[config.mk]
export PLATFORM = sky130hd
export DESIGN_NAME = arith_unit_mc
export DESIGN_NICKNAME = d
export VERILOG_FILES = /design/src/rtl/arith_mc_pkg.sv /design/src/rtl/seq_muldiv_core.sv /design/src/rtl/arith_unit_mc.sv
export SDC_FILE = /design/constraint.sdc
export NUM_CORES = 1
export LEC_CHECK = 0
export CAP_MARGIN = 20
export CORE_UTILIZATION = 40
export CTS_BUF_LIST = sky130_fd_sc_hd__clkbuf_4
export CTS_CLUSTER_DIAMETER = 40
export DETAILED_ROUTE_END_ITERATION = 10
export GPL_TIMING_DRIVEN = 1
export SLEW_MARGIN = 20
export SYNTH_ARGS = -nofsm -noshare
export SYNTH_HDL_FRONTEND = slang
export SYNTH_SLANG_ARGS = --single-unit
[constraint.sdc]
create_clock -name clk -period 5.2 [get_ports clk]
set_input_delay 0.52 -clock clk [delete_from_list [all_inputs] [get_ports clk]]
set_output_delay 0.52 -clock clk [all_outputs]
set_load 0.01 [all_outputs]
[src/rtl/arith_mc_pkg.sv]
// Shared opcode constants and FSM state encoding for the multi-cycle arithmetic unit.
// Latency: n/a (declarations only).
// Backpressure: n/a.
package arith_mc_pkg;

  localparam logic [1:0] OP_ADD = 2'b00;
  localparam logic [1:0] OP_SUB = 2'b01;
  localparam logic [1:0] OP_MUL = 2'b10;
  localparam logic [1:0] OP_DIV = 2'b11;

  typedef enum logic [1:0] {
    IDLE = 2'b00,
    BUSY = 2'b01,
    FIX  = 2'b10,
    DONE = 2'b11
  } state_t;

endpackage

[src/rtl/seq_muldiv_core.sv]
// Iterative unsigned engine: shift-add multiply or restoring divide, one bit per cycle.
// Latency: WIDTH cycles after start; done is high during the final iteration cycle.
// Backpressure: none; the caller must hold the results until it has consumed them.
module seq_muldiv_core #(
  parameter int WIDTH = 16
) (
  input  logic               clk,
  input  logic               rst,
  input  logic               start,
  input  logic               mode,       // 0 = multiply, 1 = divide
  input  logic [WIDTH-1:0]   mag_a,      // multiplier / dividend magnitude
  input  logic [WIDTH-1:0]   mag_b,      // multiplicand / divisor magnitude
  output logic               done,
  output logic [2*WIDTH-1:0] product,
  output logic [WIDTH-1:0]   quotient,
  output logic [WIDTH-1:0]   remainder
);

  localparam int CW = $clog2(WIDTH);

  // hi/lo form one shift register: {partial product, multiplier} or {remainder, dividend/quotient}
  logic             busy;
  logic             mode_q;
  logic [CW-1:0]    cnt;
  logic [WIDTH-1:0] hi, lo, opb;
  logic [WIDTH-1:0] hi_nxt, lo_nxt;
  logic [WIDTH:0]   mul_sum;
  logic [WIDTH:0]   div_shift;
  logic [WIDTH:0]   div_sub;
  logic             div_fits;

  assign done      = busy && (cnt == '0);
  assign product   = {hi, lo};
  assign quotient  = lo;
  assign remainder = hi;

  // One iteration step for whichever operation is in flight
  always_comb begin
    mul_sum   = {1'b0, hi} + (lo[0] ? {1'b0, opb} : '0);
    div_shift = {hi, lo[WIDTH-1]};
    div_sub   = div_shift - {1'b0, opb};
    div_fits  = (div_shift >= {1'b0, opb});
    hi_nxt    = hi;
    lo_nxt    = lo;
    if (!mode_q) begin
      hi_nxt = mul_sum[WIDTH:1];
      lo_nxt = {mul_sum[0], lo[WIDTH-1:1]};
    end else if (div_fits) begin
      hi_nxt = WIDTH'(div_sub);
      lo_nxt = {lo[WIDTH-2:0], 1'b1};
    end else begin
      hi_nxt = WIDTH'(div_shift);
      lo_nxt = {lo[WIDTH-2:0], 1'b0};
    end
  end

  // Load operands on start, then iterate WIDTH times with a down-counter
  always_ff @(posedge clk or negedge rst) begin
    if (!rst) begin
      busy   <= 1'b0;
      mode_q <= 1'b0;
      cnt    <= '0;
      hi     <= '0;
      lo     <= '0;
      opb    <= '0;
    end else if (start) begin
      busy   <= 1'b1;
      mode_q <= mode;
      cnt    <= CW'(WIDTH - 1);
      hi     <= '0;
      lo     <= mag_a;
      opb    <= mag_b;
    end else if (busy) begin
      hi  <= hi_nxt;
      lo  <= lo_nxt;
      cnt <= cnt - 1'b1;
      if (cnt == '0) busy <= 1'b0;
    end
  end

endmodule

[src/rtl/arith_unit_mc.sv]
// Multi-cycle signed ADD/SUB/MUL/DIV with valid/ready handshake and overflow/div-by-zero flags.
// Latency: 1 cycle for ADD/SUB and DIV by zero; WIDTH+2 cycles for MUL/DIV.
// Backpressure: result held in DONE until out_ready; in_ready only while IDLE.
module arith_unit_mc
  import arith_mc_pkg::*;
#(
  parameter int WIDTH = 16
) (
  input  logic               clk,
  input  logic               rst,
  input  logic               in_valid,
  output logic               in_ready,
  input  logic [WIDTH-1:0]   A,
  input  logic [WIDTH-1:0]   B,
  input  logic [1:0]         op,
  output logic               out_valid,
  input  logic               out_ready,
  output logic [2*WIDTH-1:0] result,
  output logic               ovf,
  output logic               dz
);

  state_t state, state_nxt;

  logic               accept, start;
  logic               core_done;
  logic [2*WIDTH-1:0] product;
  logic [WIDTH-1:0]   quotient, remainder;
  logic [WIDTH-1:0]   quo_s, rem_s;

  logic [WIDTH:0]     a_ext, b_ext, sum_ext;
  logic [WIDTH:0]     abs_a, abs_b;
  logic               b_zero, div_wrap;

  logic [1:0]         op_q;
  logic               neg_q, sa_q;
  logic [2*WIDTH-1:0] result_q;
  logic               ovf_q, dz_q;

  // Operands widened by one bit so both the sum and |-2^(WIDTH-1)| are exact
  assign a_ext    = {A[WIDTH-1], A};
  assign b_ext    = {B[WIDTH-1], B};
  assign sum_ext  = (op == OP_SUB) ? (a_ext - b_ext) : (a_ext + b_ext);
  assign abs_a    = A[WIDTH-1] ? (~a_ext + 1'b1) : a_ext;
  assign abs_b    = B[WIDTH-1] ? (~b_ext + 1'b1) : b_ext;
  assign b_zero   = (B == '0);
  assign div_wrap = (A == {1'b1, {(WIDTH-1){1'b0}}}) && (B == '1);
  assign accept   = in_ready && in_valid;

  // Sign correction of the magnitude quotient/remainder
  assign quo_s = neg_q ? (~quotient + 1'b1) : quotient;
  assign rem_s = sa_q ? (~remainder + 1'b1) : remainder;

  assign result = result_q;
  assign ovf    = ovf_q;
  assign dz     = dz_q;

  seq_muldiv_core #(.WIDTH(WIDTH)) u_core (
    .clk       (clk),
    .rst       (rst),
    .start     (start),
    .mode      (op == OP_DIV),
    .mag_a     (WIDTH'(abs_a)),
    .mag_b     (WIDTH'(abs_b)),
    .done      (core_done),
    .product   (product),
    .quotient  (quotient),
    .remainder (remainder)
  );

  // State register; reset aborts any operation in flight
  always_ff @(posedge clk or negedge rst) begin
    if (!rst) state <= IDLE;
    else      state <= state_nxt;
  end

  // Next-state and handshake outputs
  always_comb begin
    state_nxt = state;
    in_ready  = 1'b0;
    out_valid = 1'b0;
    start     = 1'b0;
    case (state)
      IDLE: begin
        in_ready = 1'b1;
        if (in_valid) begin
          case (op)
            OP_MUL: begin
              state_nxt = BUSY;
              start     = 1'b1;
            end
            OP_DIV: begin
              if (b_zero) begin
                state_nxt = DONE;
              end else begin
                state_nxt = BUSY;
                start     = 1'b1;
              end
            end
            default: state_nxt = DONE;
          endcase
        end
      end
      BUSY: if (core_done) state_nxt = FIX;
      FIX:  state_nxt = DONE;
      DONE: begin
        out_valid = 1'b1;
        if (out_ready) state_nxt = IDLE;
      end
      default: state_nxt = IDLE;
    endcase
  end

  // Result/flag registers: single-cycle ops resolve on accept, iterative ops in FIX
  always_ff @(posedge clk or negedge rst) begin
    if (!rst) begin
      op_q     <= OP_ADD;
      neg_q    <= 1'b0;
      sa_q     <= 1'b0;
      result_q <= '0;
      ovf_q    <= 1'b0;
      dz_q     <= 1'b0;
    end else if (accept) begin
      op_q  <= op;
      neg_q <= A[WIDTH-1] ^ B[WIDTH-1];
      sa_q  <= A[WIDTH-1];
      case (op)
        OP_MUL: begin
          ovf_q <= 1'b0;
          dz_q  <= 1'b0;
        end
        OP_DIV: begin
          if (b_zero) begin
            result_q <= {A, {WIDTH{1'b0}}};
            ovf_q    <= 1'b0;
            dz_q     <= 1'b1;
          end else begin
            ovf_q <= div_wrap;
            dz_q  <= 1'b0;
          end
        end
        default: begin
          result_q <= {{(WIDTH-1){sum_ext[WIDTH]}}, sum_ext};
          ovf_q    <= sum_ext[WIDTH] ^ sum_ext[WIDTH-1];
          dz_q     <= 1'b0;
        end
      endcase
    end else if (state == FIX) begin
      if (op_q == OP_MUL) result_q <= neg_q ? (~product + 1'b1) : product;
      else                result_q <= {rem_s, quo_s};
    end
  end

endmodule

# [Word level (Yosys, flattened, before mapping)]
# Index checks and enable logic that the tools add are counted.
[classes] n_shift=0 n_reduce_logical=10 div=0 bitwise=7 order_cmp=1 n_eq_ne=14 add_sub_neg=10 n_mux=41 mul=0
[ops] cell="16-bit 2-to-1 mux" count=12
[ops] cell="32-bit 2-to-1 mux" count=5
[ops] cell="16-bit by 1-bit adder with 16-bit output (second input constant)" count=4
[ops] cell="16-bit NOT" count=4
[ops] cell="32-bit one-hot mux with 2 select lines" count=1
[ops] cell="16-bit by 16-bit adder with 17-bit output" count=2
[ops] cell="32-bit by 1-bit adder with 32-bit output (second input constant)" count=1
[ops] cell="16-bit == test (second input constant)" count=2
[ops] cell="32-bit NOT" count=1
[ops] cell="17-bit by 16-bit >= comparator with 1-bit output" count=1
[ops] cell="17-bit 2-to-1 mux" count=1
[ops] cell="16-bit by 16-bit subtractor with 17-bit output" count=1
[ops] cell="16-bit logical NOT" count=1
[ops] cell="16-bit subtractor" count=1
[ops] cell="1-bit 2-to-1 mux" count=12
[ops] cell="2-bit == test (second input constant)" count=5
[ops] cell="2-bit 2-to-1 mux" count=4
[ops] cell="4-bit 2-to-1 mux" count=2
[ops] cell="2-bit inequality test (second input constant)" count=4
[ops] cell="2-bit one-hot mux with 4 select lines" count=1
[ops] cell="3-bit AND reduction" count=2
[ops] cell="2-bit by 1-bit == test with 1-bit output (second input constant)" count=2
[ops] cell="4-bit logical NOT" count=1
[ops] cell="1-bit one-hot mux with 2 select lines" count=2
[ops] cell="7 further kinds" count=11
[totals] n_memories=0 ram_bits=0 reg_bits=94 romBits=0 latch_bits=0

# [Longest topological paths before layout]
# Gate-level depths: netlist of run 1.
[logic_depth] depth_word=6 ltp_mapped=15 ltp_nobuf=15

# [Modules after synthesis]
# From an unflattened synthesis of run 1, not the netlist that was laid out.
[hier_totals] hier_cells=1255 hier_area_um2=9825.7
[by_module_without_submodules] mod="arith_unit_mc" area_per_inst_um2=5173.7 cells_each=686 n_inst=1
[by_module_without_submodules] mod="seq_muldiv_core" area_per_inst_um2=4652.0 cells_each=569 n_inst=1

# [Worst setup path after synthesis of run 1]
# Ideal clock, no wire load.
[synth_path] path_type="input -> register" startpoint="input B[2]" endpoint="register result_q[18], in the netlist result[18]" cell_stages=15 setup_slack_ps=1243 n_path_buf=0 setup_ps=141 t_arrival_ps=3816 required_ps=5059 path_cell_list="or3_1 or3_1 nor2_1 nand3b_1 or3_1 nor3_1 ha_1 nand2_1 o21ai_0 ha_1 and2b_2 a311oi_4 xor2_2 o211ai_4 o221ai_1"
[synth_between] elab_chain_cells=4
[synth_rtl] item="start, declared" line_no="arith_unit_mc.sv:14" rtl="input logic [WIDTH-1:0] B,"
[synth_rtl] item="16-bit by 16-bit adder with 17-bit output or 16-bit by 16-bit subtractor with 17-bit output (tied branches)" line_no="arith_unit_mc.sv:43" rtl="assign sum_ext = (op == OP_SUB) ? (a_ext - b_ext) : (a_ext + b_ext);"
[synth_rtl] item="17-bit 2-to-1 mux" line_no="arith_unit_mc.sv:43"
[synth_rtl] item="32-bit one-hot mux with 2 select lines" line_no="arith_unit_mc.sv:127" rtl="case (op)"
[synth_rtl] item="32-bit 2-to-1 mux" line_no="arith_unit_mc.sv:123" rtl="end else if (accept) begin"
[synth_rtl] item="end signal, assigned" line_no="arith_unit_mc.sv:134" rtl="result_q <= {A, {WIDTH{1'b0}}};"
[synth_rtl] item="end signal, assigned" line_no="arith_unit_mc.sv:143" rtl="result_q <= {{(WIDTH-1){sum_ext[WIDTH]}}, sum_ext};"
[synth_rtl] item="end signal, assigned" line_no="arith_unit_mc.sv:149" rtl="if (op_q == OP_MUL) result_q <= neg_q ? (~product + 1'b1) : product;"
[synth_rtl] item="end, declared" line_no="arith_unit_mc.sv:37" rtl="logic [2*WIDTH-1:0] result_q;"
# Parallel ways exist; a longest one is shown, timed or not.
# A chain may end at the register's enable or synchronous reset.

# [Worst setup path in the final report of run 1]
[layout_path] startpoint="input B[0]" endpoint="register result_q[30], in the netlist result[30]"
# Same word-level chain as after synthesis.

==> qor.yml, run 1 <==
global_route:
  grt_overflow: 0
  grt_pass1_vias: 7320
  antenna_found_initial: 1
  grt_first_pass_wirelength_um: 41750
  grt_max_degree: 64
  grt_usage_pct: 24.95
critical_path:
  crit_start: "B[0]"
  max_stage_delay_ns: 0.57
  worstPathArrival_ns: 4.89
  cp_num_buf_inv: 1
  reg2reg_setup_slack_ns: 1.73
  r2r_cells: 9
  crit_top_cell: "or3_1"
  critical_path_class: "in2reg"
  endpoint: "result[30]"
  cp_num_cells: 16
  required_ns: 5.61
  r2r_start: "u_core.remainder[11]"
  critPathSlowestCell: "clkdlybuf4s50_1"
  critPathTopFamily: "simple AND/OR/NAND/NOR gates"
  cp-end-kind: "flop"
  crit_fanout: 9
  startpoint_type: "input pin"
  path_cells: "clkdlybuf4s50_1 -> or3_1 -> or3_1 -> nor2_1 -> nand3b_1 -> or3_1 -> nor3_1 -> ha_1 -> nand2_1 -> o21ai_0 -> ha_1 -> and2b_2 -> a311oi_4 -> xor2_2 -> o211ai_4 -> o221ai_1"
  r2r-end: "u_core.remainder[6]"
pwr:
  p_comb_share_pct: 69.8
  p_sw_share_pct: 51.59
  powerDensity_mw_per_mm2: 691.8
  pwr-share-clk_pct: 6.1
  ir_drop_v: 0.0002326
  p_seq_share_pct: 24.1
  switchingPower_w: 0.003422
  p_leak_nw: 4.122
  internal-power_w: 0.003211
timing:
  finalMaxSlewViolations: 0
  final-hold-violation-count: 0
  fin_crit_sh_pct: 86.09
  finClkSkew_ns: 0.03191
  relSlewSlack_pct: 31.96
  rsz0062_at_grt: "false"
  finalSetupTns_ns: 0
  period_minus_slack_ns: 4.477
  timing.final.setup_violations: 0
  holdWs_ns: 0.1139
  worst_slew_pin_slew_ns: 1.017
  max_freq_mhz: 223.4
route:
  dr.pass1.iters: 5
  drt_wl_total_um: 26720
  wire_per_inst_um: 19.25
  drt-initial-drc-count: 700
  viasPerCell: 5.770
  drc_errors: 0
  num_vias: 8009
  ant_nets: 0
placed_design:
  hpwl_um: 20160
  globalplace.congestion: 0.9488
  io_buffers: 73
clock_network:
  cts_resized: 0
  htreeDepth: 3
  clock_latency_ns: 0.52
  cts_sinks: 94
  numCtsBuffers: 9
  cts.root.buffer_cell: "clkbuf_4"
  clk_pin_slew_worst_paths_ns: 0.19
  holdBufCountCts: 0
  clk_path_buf_depth: 2
  post_cts_buffers: 0
  cts_tree: "yes"
final_layout:
  seqCellArea_mm2: 0.002355
  multi_input_area_mm2: 0.005766
  final_cell_mix: "nand2_1, nor2_1, dfrtp_1"
  area_delta_synth_final_pct: 12.53
  fill_cells: 2160
  nNetsFinal: 1207
  drive_gt1_share_pct: 5.216
  final_common_cell: "nand2_1"
floorplanning:
  design.core.area_mm2: 0.02096
  die_area_mm2: 0.02189
  initial_core_util_pct: 40.66
  die_h_um: 148.0
  rows: 53
  die_w_um: 148.0
  io_pins: 74
job:
  drv_cap: 0
status:
  status: "finished, final reports clean"
yosys:
  yosysUniqueCellTypes: 79
  synthCells: 1069
  mappedNetlistArea_mm2: 0.008521
  yosysSeqAreaShare_pct: 27.61
  ys_dominant_reg_cell: "dfrtp_1"
  async_flop_share_pct: 100.0
  ys_ff_latch: 94
  yosysWarningCount: 0
  synth_nets: 1169
  syn_avg_cell_area_um2: 7.971
  synth_edf_count: 0
worst_hold_path:
  hp-class: "in2async"
## state kept, by name (all words and copies together) (netlist names)
| register | cells |
|---|---|
| result | 32 |
| sa_q | 1 |
| neg_q | 1 |
| op_q | 2 |
| u_core.busy | 1 |
| state | 2 |
| u_core.mode_q | 1 |
| u_core.cnt | 4 |
| dz | 1 |
| u_core.quotient | 16 |
| u_core.remainder | 16 |
| u_core.opb | 16 |
| ovf | 1 |
## layout make-up
cell class | count | area share [%]
Inverter | 42 | 1.644
Clock buffer | 9 | 0.7047
Timing Repair Buffer | 88 | 8.769
Sequential cell | 94 | 24.56
Clock inverter | 7 | 0.5742
Antenna cell | 1 | 0.02610
Tap cell | 275 | 3.589
Multi-Input combinational cell | 872 | 60.13
## metal layers
layer / share of wire, % / up-vias / global-route usage, %
met5: 0 / - / 0
met3: 7.2 / 25 / 2.654
li1: - / 3882 / -
met1: 48 / 3819 / 37.59
met4: 1.6 / 0 / 7.010
met2: 43 / 283 / 37.38
## worst reg2reg max path, cell delays in order (launching register included)
cell	delay (ns)
dfrtp_1	0.57
ha_1	0.43
nand4_1	0.23
nor4_1	0.52
or3_1	0.18
o32a_1	0.61
buf_4	0.29
mux2_1	0.35
a21oi_1	0.16
nor2_1	0.06
## synth_stat cells, types with 6 or more instances
cell	count	area (um2)
nand2_1	136	510.5
nor2_1	100	375.4
dfrtp_1	94	2352
o21ai_0	90	450.4
a21oi_1	70	350.3
ha_1	59	738.2
xnor2_1	58	508.0
xor2_1	49	429.2
clkbuf_1	46	172.7
inv_1	42	157.7
mux2i_1	20	200.2
o211ai_1	20	150.1
a21o_1	18	135.1
nor3_1	18	90.09
nand3_1	16	80.08
a31oi_1	15	93.84
nand2b_1	15	93.84
o21ai_1	15	75.07
o21a_1	14	105.1
o31ai_1	14	105.1
or3_1	13	81.33
a221oi_1	9	78.83
nor2b_1	9	56.30
o221ai_1	9	78.83
buf_2	8	40.04
nand4_1	7	43.79
and2_1	6	37.54
## worst min-delay path by stage
| stage | from | endpoint | depth (start not counted) |
|---|---|---|---|
| floorplan | rst | dz | 0 |
| global placement | op_q[1] | op_q[1] | 2 |
| detailed placement | op_q[0] | op_q[0] | 2 |
| CTS | rst | u_core.quotient[9] | 1 |
| global route | rst | u_core.quotient[4] | 1 |
| finish | rst | u_core.quotient[9] | 1 |
## per-stage QoR
| stage | instances | setup slack, ns | cell area, um2 | total power [W] | utilization [%] |
|---|---|---|---|---|---|
| floorplan | 1069 | 1.243 | 8521 | 0.004829 | - |
| global placement | 1371 | 0.3703 | 9463 | 0.006136 | 45.16 |
| detailed placement | 1371 | 0.2515 | 9463 | 0.006162 | 45.16 |
| CTS | 1387 | 0.7833 | 9585 | 0.006600 | 45.74 |
| global route | 1388 | 0.5863 | 9588 | 0.007213 | 45.75 |
| finish | 1388 | 0.7234 | 9588 | 0.006633 | 45.75 |
## power groups by stage
stage	Combinational (W)	Sequential (W)	Clock (W)
floorplan	0.00339	0.00144	0
global placement	0.00453	0.00160	0
detailed placement	0.00455	0.00161	0
CTS	0.00459	0.00159	0.000418
global route	0.00512	0.00165	0.000443
finish	0.00463	0.00160	0.000407
## kinds of logic (layout without fill, tap and decap cells)
family | Yosys count | in the layout | synth area share, %
xor gates and xnor gates | 108 | 108 | 11.19
adders and majority gates | 62 | 62 | 9.369
and+or+nand+nor | 356 | 356 | 19.77
DFF | 94 | 94 | 27.61
AOI/OAI and AO/OA | 322 | 322 | 24.35
buffers and inverters | 103 | 146 | 4.846
other | 0 | 1 | 0
muxes | 24 | 24 | 2.878
No activity file was read; power rests on OpenSTA's default activity.
==> run 2, diff against run 1 <==
--- a/config.mk
+++ b/config.mk
@@ -11,7 +11,6 @@
 export CTS_CLUSTER_DIAMETER = 40
 export DETAILED_ROUTE_END_ITERATION = 10
 export GPL_TIMING_DRIVEN = 1
-export SLEW_MARGIN = 20
 export SYNTH_ARGS = -nofsm -noshare
 export SYNTH_HDL_FRONTEND = slang
 export SYNTH_SLANG_ARGS = --single-unit
==> results of run 2 <==
Final layout, timing and power as in run 1 (identical DEF).
